## src/rtl/stu_pkg.sv

```systemverilog
// Shared constants for the multi-channel sensor status checker:
// status bit positions within a channel nibble and the window FSM encoding.
package stu_pkg;
  localparam int STU_TO    = 0;
  localparam int STU_STUCK = 1;
  localparam int STU_HI    = 2;
  localparam int STU_LO    = 3;
  localparam int STU_W     = 4;

  typedef enum logic [1:0] {
    ST_IDLE = 2'd0,
    ST_RUN  = 2'd1,
    ST_DONE = 2'd2
  } stu_state_e;
endpackage

```

## src/rtl/stu_check_mc_if.sv

```systemverilog
// ADC sample bus feeding the status checker: one valid-qualified sample per
// clock, tagged with its channel index.
interface stu_check_mc_if #(
  parameter int DW  = 16,
  parameter int CHW = 2
);
  logic           ad_vld;
  logic [DW-1:0]  ad_data;
  logic [CHW-1:0] ad_ch;

  modport master (output ad_vld, ad_data, ad_ch);
  modport slave  (input  ad_vld, ad_data, ad_ch);
endinterface

```

## src/rtl/stu_chan.sv

```systemverilog
// One channel of the checker: last-sample/run tracking for stuck detection,
// range compares, seen flag for the timeout, and four sticky status bits.
module stu_chan
  import stu_pkg::*;
#(
  parameter int DW        = 16,
  parameter int STUCK_CNT = 64
) (
  input  logic             clk_sys,
  input  logic             rst,
  input  logic             smp,
  input  logic [DW-1:0]    data,
  input  logic [DW-1:0]    cfg_hi,
  input  logic [DW-1:0]    cfg_lo,
  input  logic             arm,
  input  logic             clr,
  input  logic             to_fire,
  output logic [STU_W-1:0] stat
);
  localparam int             RW      = $clog2(STUCK_CNT);
  localparam logic [RW-1:0]  RUN_MAX = RW'(STUCK_CNT - 1);

  logic [DW-1:0]    last;
  logic [RW-1:0]    run, run_nxt;
  logic             got_first, seen, same;
  logic [STU_W-1:0] stat_nxt;

  assign same = got_first && (data == last);

  // run counts repeats after the first of a sequence and saturates at RUN_MAX
  always_comb begin
    run_nxt = run;
    if (smp) begin
      if (!same)                run_nxt = '0;
      else if (run != RUN_MAX)  run_nxt = run + 1'b1;
    end
  end

  // clear first so that a coincident set event wins over clr
  always_comb begin
    stat_nxt = clr ? '0 : stat;
    if (to_fire && !seen) stat_nxt[STU_TO] = 1'b1;
    if (smp) begin
      if (data > cfg_hi)                stat_nxt[STU_HI]    = 1'b1;
      if (data < cfg_lo)                stat_nxt[STU_LO]    = 1'b1;
      if (same && run_nxt == RUN_MAX)   stat_nxt[STU_STUCK] = 1'b1;
    end
  end

  always_ff @(posedge clk_sys or posedge rst) begin
    if (rst) begin
      stat      <= '0;
      last      <= '0;
      run       <= '0;
      got_first <= 1'b0;
      seen      <= 1'b0;
    end else if (arm) begin
      stat      <= '0;
      run       <= '0;
      got_first <= 1'b0;
      seen      <= 1'b0;
    end else begin
      stat <= stat_nxt;
      run  <= run_nxt;
      if (smp) begin
        seen      <= 1'b1;
        got_first <= 1'b1;
        last      <= data;
      end
    end
  end
endmodule

```

## src/rtl/stu_check_mc.sv

```systemverilog
// Multi-channel sensor status checker: arms a check window on each ast rising
// edge and reports per-channel timeout, stuck, over- and under-range faults.
module stu_check_mc
  import stu_pkg::*;
#(
  parameter int NCH       = 4,
  parameter int DW        = 16,
  parameter int CHW       = 2,
  parameter int STUCK_CNT = 64,
  parameter int TO_US     = 1000,
  parameter int TOW       = 16
) (
  input  logic                   clk_sys,
  input  logic                   rst,
  input  logic                   pluse_us,
  input  logic                   ast,
  input  logic [DW-1:0]          cfg_hi,
  input  logic [DW-1:0]          cfg_lo,
  input  logic                   clr,
  stu_check_mc_if.slave          ad,
  output logic [STU_W*NCH-1:0]   stu_sensor,
  output logic                   stu_any
);
  stu_state_e               state_q, state_d;
  logic                     ast_d, arm, to_term, to_fire, acc;
  logic [TOW-1:0]           to_cnt;
  logic [NCH-1:0][STU_W-1:0] stat;

  assign arm     = ast & ~ast_d;
  assign to_term = pluse_us && (to_cnt == TOW'(TO_US - 1));
  assign to_fire = (state_q == ST_RUN) && to_term && !arm;
  // out-of-range channel indices are dropped here, before decode
  assign acc     = ad.ad_vld && (state_q != ST_IDLE) && !arm && (int'(ad.ad_ch) < NCH);

  always_ff @(posedge clk_sys or posedge rst) begin
    if (rst) begin
      ast_d   <= 1'b0;
      state_q <= ST_IDLE;
      to_cnt  <= '0;
      stu_any <= 1'b0;
    end else begin
      ast_d   <= ast;
      state_q <= state_d;
      stu_any <= |stu_sensor;
      if (arm)                                to_cnt <= '0;
      else if (state_q == ST_RUN && pluse_us) to_cnt <= to_cnt + 1'b1;
    end
  end

  always_comb begin
    state_d = state_q;
    case (state_q)
      ST_IDLE: state_d = ST_IDLE;
      ST_RUN:  if (to_term) state_d = ST_DONE;
      ST_DONE: state_d = ST_DONE;
      default: state_d = ST_IDLE;
    endcase
    if (arm) state_d = ST_RUN;
  end

  for (genvar n = 0; n < NCH; n++) begin : g_chan
    stu_chan #(.DW(DW), .STUCK_CNT(STUCK_CNT)) u_chan (
      .clk_sys (clk_sys),
      .rst     (rst),
      .smp     (acc && (ad.ad_ch == CHW'(n))),
      .data    (ad.ad_data),
      .cfg_hi  (cfg_hi),
      .cfg_lo  (cfg_lo),
      .arm     (arm),
      .clr     (clr),
      .to_fire (to_fire),
      .stat    (stat[n])
    );
  end

  assign stu_sensor = stat;
endmodule

```

## src/flat_wrapper.sv

```systemverilog
// flat-port wrapper written by rule: the top's interface ports become plain ports
module stu_check_mc_flat import stu_pkg::*;
#(
  parameter int NCH       = 4,
  parameter int DW        = 16,
  parameter int CHW       = 2,
  parameter int STUCK_CNT = 64,
  parameter int TO_US     = 1000,
  parameter int TOW       = 16
)
  (clk_sys, rst, pluse_us, ast, cfg_hi, cfg_lo, clr, stu_sensor, stu_any, ad_ad_vld, ad_ad_data, ad_ad_ch);
  stu_check_mc_if #(.DW(DW), .CHW(CHW)) ad_i ();
  input  logic clk_sys;
  input  logic rst;
  input  logic pluse_us;
  input  logic ast;
  input  logic [DW-1:0] cfg_hi;
  input  logic [DW-1:0] cfg_lo;
  input  logic clr;
  output logic [STU_W*NCH-1:0] stu_sensor;
  output logic stu_any;
  input wire logic [$bits(ad_i.ad_vld)-1:0] ad_ad_vld;
  input wire logic [$bits(ad_i.ad_data)-1:0] ad_ad_data;
  input wire logic [$bits(ad_i.ad_ch)-1:0] ad_ad_ch;
  assign ad_i.ad_vld = ad_ad_vld;
  assign ad_i.ad_data = ad_ad_data;
  assign ad_i.ad_ch = ad_ad_ch;
  stu_check_mc #(.NCH(NCH), .DW(DW), .CHW(CHW), .STUCK_CNT(STUCK_CNT), .TO_US(TO_US), .TOW(TOW)) u_core (.clk_sys(clk_sys), .rst(rst), .pluse_us(pluse_us), .ast(ast), .cfg_hi(cfg_hi), .cfg_lo(cfg_lo), .clr(clr), .ad(ad_i), .stu_sensor(stu_sensor), .stu_any(stu_any));
endmodule
```

## config.mk

```make
export PLATFORM = sky130hd
export DESIGN_NAME = stu_check_mc_flat
export DESIGN_NICKNAME = d
export VERILOG_FILES = /design/src/rtl/stu_pkg.sv /design/src/rtl/stu_check_mc_if.sv /design/src/rtl/stu_chan.sv /design/src/rtl/stu_check_mc.sv /design/src/flat_wrapper.sv
export SDC_FILE = /design/constraint.sdc
export NUM_CORES = 1
export LEC_CHECK = 0
export ABC_AREA = 0
export CORE_UTILIZATION = 40
export DETAILED_ROUTE_END_ITERATION = 8
export GPL_TIMING_DRIVEN = 0
export PLACE_DENSITY_LB_ADDON = 0.1
export SYNTH_ARGS = -nofsm -noshare
export SYNTH_HDL_FRONTEND = slang
export SYNTH_HIERARCHICAL = 1
export SYNTH_SLANG_ARGS = --single-unit
```

## constraint.sdc

```tcl
create_clock -name clk_sys -period 2.5 [get_ports clk_sys]
set_input_delay 0.5 -clock clk_sys [delete_from_list [all_inputs] [get_ports clk_sys]]
set_output_delay 0.5 -clock clk_sys [all_outputs]
set_load 0.01 [all_outputs]
```

# Word level (Yosys, flattened, before mapping)
# Index checks and enable logic that the tools add are counted.
# Widths: inputs -> output; s select.
# word_totals
reg_bits	128
output_inout_bits	17
wordCells	153
# classes
add_sub_neg	5
order_cmp	2
n_eq_ne	19
muxes	57
n_bitwise	3
reduce_logical	43
# op_table
cell	n
$mux 6	16
$eq 16x16->1	4
$mux 16	2
$mux 4	8
$add 6x1->6 const B	4
$eq 6x6->1 const B	4
$mux 1	24
$ne 6x6->1 const B	4
$logic_and 1x1->1	22
$add 16x1->16 const B	1
$eq 16x10->1 const B	1
$gt 16x16->1	1
$lt 16x16->1	1
$reduce_or 16->1	1
$mux 3	4
$reduce_bool 2->1	6
$reduce_bool 3->1	4
$reduce_and 2->1	4
$eq 2x2->1 const B	3
$logic_not 1->1	5
$eq 2x1->1 const B	2
$mux 2	2
$pmux 2 s2	1
$ne 3x1->1 const B	1
3 further kinds	4

# Depth between registers and ports, before layout
# depth
ltp_word	11
depth_mapped	13

# Cells and area by module
# Netlist, hierarchy kept.
# by_module_without_submodules
module	n_inst	cells_each	area_each_um2	seq_area_each_um2
stu_chan at u_core.g_chan[0].u_chan ...	3	238	2163.3	675.6
stu_chan at u_core.g_chan[1].u_chan	1	222	2168.3	675.6
stu_check_mc	1	126	1123.6	500.5

# Worst setup path before layout
# No wires, ideal clock.
# synth_timing
path_kind	input to register
startpoint	input ast
endpoint	register u_core.g_chan[0].u_chan.last[2]
arrival_ns	2.565
required_time_ns	2.375
path_slack_ns	-0.190
stages	10
path_cell_list	nand2b_1 -> clkbuf_1 -> clkinv_1 -> nor3b_1 -> nor3b_1 -> buf_2 -> nor2b_1 -> buf_2 -> buf_2 -> mux2_2
# synth_via
elab_chain_len	5
word_cells_on_any_way	6
classes_between	bitwise: 2; reduce/logical: 4
# synth_rtl
item	line_no	rtl
start, declared	flat_wrapper.sv:16	input logic ast;
$and 1x1->1 (*)	stu_check_mc.sv:29	assign arm = ast & ~ast_d;
$logic_not 1->1	stu_check_mc.sv:33	assign acc = ad.ad_vld && (state_q != ST_IDLE) && !arm && (int'(ad.ad_ch) < NCH);
$logic_and 1x1->1	stu_check_mc.sv:33	
$logic_and 1x1->1	stu_check_mc.sv:65	.smp (acc && (ad.ad_ch == CHW'(n))),
$reduce_and 2->1 (no source line) (*)	-	
end signal, assigned	stu_chan.sv:68	last <= data;
end, declared	stu_chan.sv:23	logic [DW-1:0] last;
# Mark *: on every way between the ends. The rest lies on a longest branch, timed or not.
# A chain may end at the register's enable or synchronous reset.

# Final worst setup path
# layout_timing
startpoint	input ast
endpoint	register u_core.g_chan[1].u_chan.stat[1]
# layout_via
elab_chain_len	10
# layout_rtl
item	line_no	rtl
$and 1x1->1 (*)	stu_check_mc.sv:29	
$logic_not 1->1	stu_check_mc.sv:33	
$logic_and 1x1->1	stu_check_mc.sv:33	
$logic_and 1x1->1	stu_check_mc.sv:65	
$mux 6	stu_chan.sv:33	if (smp) begin
$eq 6x6->1	stu_chan.sv:46	if (same && run_nxt == RUN_MAX) stat_nxt[STU_STUCK] = 1'b1;
$logic_and 1x1->1	stu_chan.sv:46	
$mux 1	stu_chan.sv:46	
$mux 3	stu_chan.sv:43	if (smp) begin
$mux 4 (*)	stu_chan.sv:57	end else if (arm) begin
end signal, assigned	stu_chan.sv:63	stat <= stat_nxt;
end, declared	stu_chan.sv:18	output logic [STU_W-1:0] stat
# Marked as above.

==> results.sh <==
export IMPL_max_freq_mhz=415
export IMPL_hpwl_mm=18.3
export IMPL_n_antenna_cell=0
export IMPL_ant_nets=0
export IMPL_drive_above_1_share=0.145
export IMPL_synthArstFlopShare=1.00
export IMPL_crit_required_ns=2.85
export IMPL_critPathArrivalTime_ns=2.76
export IMPL_htreeDepth=4
export IMPL_grtUsageTotal=0.218
export IMPL_grt_remaining_overflow=0
export IMPL_design_die_area_sq_mm=0.0251
export IMPL_io_buffers=72
export IMPL_status="complete, no violations"
export IMPL_period_needed_ns=2.41
export IMPL_final_hold_viol_count=0
export IMPL_via_per_inst=5.24
export IMPL_yosys_register_bits=128
export IMPL_synth_area_leaders="dfrtp_1 (33%), ha_1 (17%), mux2_2 (6.1%)"
export IMPL_cts_root_buffer="clkbuf_16"
export IMPL_reg2reg_depth=11
export IMPL_tightest_slew_ns=1.12
export IMPL_postSynthAreaPerCell_sq_um=9.21
export IMPL_ios=73
export IMPL_cts_sinks=128
export IMPL_ys_flop_type="dfrtp_1"
export IMPL_slowest_stage="clkdlybuf4s50_1"
export IMPL_yosysUniqueCellTypes=64
export IMPL_synthesis_nets=1249
export IMPL_worstPathMaxFanout=9
export IMPL_drc=0
export IMPL_synthCells=1062
export IMPL_fillers=2246
export IMPL_synth_common_cells="inv_1 (147), ha_1 (131), dfrtp_1 (128)"
export IMPL_end_kind="register"
export IMPL_grt_pass1_vias=7552
export IMPL_startpoint_type="primary input"
export IMPL_die_height_microns=158
export IMPL_firstDrtPassIters=4
export IMPL_yosysTopAreaCell="dfrtp_1"
export IMPL_area_growth_pct=20.7
export IMPL_synth_top_cell_area_share=0.327
export IMPL_critPathKind="in2reg"
export IMPL_ys_seq_area_frac=0.327
export IMPL_synth_area_sq_mm=0.00978
export IMPL_clkSlewWorstSetupHoldPaths_ns=0.06
export IMPL_cap_violations=0
export IMPL_postRouteWirelength_mm=25.7
export IMPL_max_clock_path_buffers=2
export IMPL_ir_drop_uv=514
export IMPL_cts_tree="built"
export IMPL_p_per_area_mw_per_mm2=637
export IMPL_routedWlPerCell_microns=17.1
export IMPL_place_gp_congestion=0.843
export IMPL_clk_latency_ns=0.42
export IMPL_path_cells="clkdlybuf4s50_1, nand2b_1, clkbuf_8, clkinv_8, nor3b_4, nand2_2, nor2_4, buf_6, buf_4, a31oi_2, a2111oi_4, o211ai_1, o21ai_1"
export IMPL_core_area_sq_mm=0.0238
export IMPL_setup_viol=0
export IMPL_cts_hold_buffers=0
export IMPL_grt_first_pass_wirelength_mm=41.3
export IMPL_dp_cells=1453
export IMPL_instances_no_fill=1502
export IMPL_max_slew_margin_rel=0.255
export IMPL_p_leak_uw=0.00555
export IMPL_hold_depth=3
export IMPL_route_vias_total=7866
export IMPL_die_w_microns=158
export IMPL_hp_class="in2reg"
export IMPL_rows=56
export IMPL_antenna_found_initial=0
export IMPL_grt_max_degree=28
export IMPL_drt_iter0_drc=308
export IMPL_yosysMostFrequentCell="inv_1"
export IMPL_slew_viol_final=0
export IMPL_start_util=0.412
export IMPL_skew_ns=0.00546
export IMPL_synth_edff_count=0
export IMPL_ys_warn_count=6
export IMPL_period_share=0.963
export IMPL_max_stage_delay_ns=0.42
export IMPL_nets=1357
export IMPL_fin_setup_tns_ns=0
export IMPL_cts_buffers=17
-- through the flow --
stage	power, uW	cell area (sq um)	setup WS [ns]	hold slack [ns]	utilization
after global placement	4940	10900	-1.05	0.489	0.459
after CTS	7570	11700	0.00472	0.512	0.491
after detailed placement	5010	10900	-1.12	0.496	0.459
final	7530	11800	0.0917	0.475	0.497
after floorplan	4430	9790	0.0818	0.464	-
after global routing	7970	11800	-0.00928	0.517	0.497
-- power breakdown --
| part | switching [uW] | internal, uW |
|---|---|---|
| clock | 951 | 1550 |
| sequential | 383 | 2640 |
| combinational | 885 | 1110 |
| total | 2220 | 5310 |
-- cells by family after synthesis --
| kind of cell | Yosys count | share of synthesized area |
|---|---|---|
| simple gates | 303 | 0.163 |
| buf+inv | 177 | 0.0721 |
| compound gates | 170 | 0.116 |
| fa+ha+maj | 131 | 0.168 |
| flops | 128 | 0.327 |
| xor+xnor | 83 | 0.0743 |
| mux | 70 | 0.0799 |
-- cell type report --
type	instances	area [sq um]	area share
Buffer	29	213	0.0180
Clock buffer	25	526	0.0445
Clock inverter	7	73.8	0.00625
Inverter	148	568	0.0481
Multi-Input combinational cell	757	5960	0.505
Sequential cell	128	3200	0.271
Tap cell	319	399	0.0338
Timing Repair Buffer	89	868	0.0735
-- worst paths after layout --
check,startpoint,end,slack (ns)
hold / removal,pluse_us,u_core/to_cnt[1]$_DFFE_PP0P_,0.48
hold reg to reg,u_core/g_chan[2].u_chan/last[1]$_DFFE_PP0P_,u_core/g_chan[2].u_chan/last[1]$_DFFE_PP0P_,0.51
max in group asynchronous,rst,u_core/g_chan[1].u_chan/run[1]$_DFF_PP0_,0.96
min in group asynchronous,rst,u_core/state_q[0]$_DFFE_PP0P_,0.74
setup / recovery,ast,u_core/g_chan[1].u_chan/stat[1]$_DFF_PP0_,0.09
setup reg to reg,u_core/state_q[0]$_DFFE_PP0P_,u_core/g_chan[1].u_chan/stat[1]$_DFF_PP0_,0.24
-- critical path, delay by kind of cell --
family | cells | cell delay, ns
AO/OA/AOI/OAI | 4 | 0.82
AND/OR/NAND/NOR | 4 | 0.54
buffers and inverters | 5 | 0.90
-- flip-flops by register name, indices dropped and copies added, names as in the netlist --
name,flops
u_core/g_chan.u_chan/stat,16
u_core/state_q,2
u_core/g_chan.u_chan/run,24
u_core/to_cnt,16
u_core/g_chan.u_chan/last,64
u_core/stu_any,1
u_core/g_chan.u_chan/seen,4
u_core/ast_d,1
-- layout by cell type, fill, tap and decap left out, drive strengths merged, types with 5 or more instances in the layout --
cell type	synthesis	routed
clkbuf	5	32
buf	24	39
or3	8	8
nand2b	14	14
clkdlybuf4s15	0	15
nand4	31	31
a21o	10	10
and3	11	11
o21ai	33	33
nor2	56	56
ha	131	131
xor2	20	20
dfrtp	128	128
inv	147	147
o31ai	10	10
and4	7	7
nand3	42	42
a21oi	64	64
nor2b	11	11
o2111ai	7	7
mux2	65	65
nor3	19	19
xnor2	63	63
clkdlybuf4s50	0	55
nor4	20	20
a2111oi	6	6
o211ai	5	5
and4b	5	5
a211oi	8	8
mux2i	5	5
nand2	65	65
-- layer usage --
layer / share of wire / GRT usage
met1: 0.49 / 0.294
met5: 0 / 0
met3: 0.027 / 0.0299
met2: 0.48 / 0.366
met4: 0.011 / 0.0545
-- timing repair --
action	CTS	global route
pin swaps	5	7
resized for setup	72	14
endpoints found under the setup margin	81	48
buffers inserted	5	12
No activity file was read; power rests on OpenSTA's default activity.
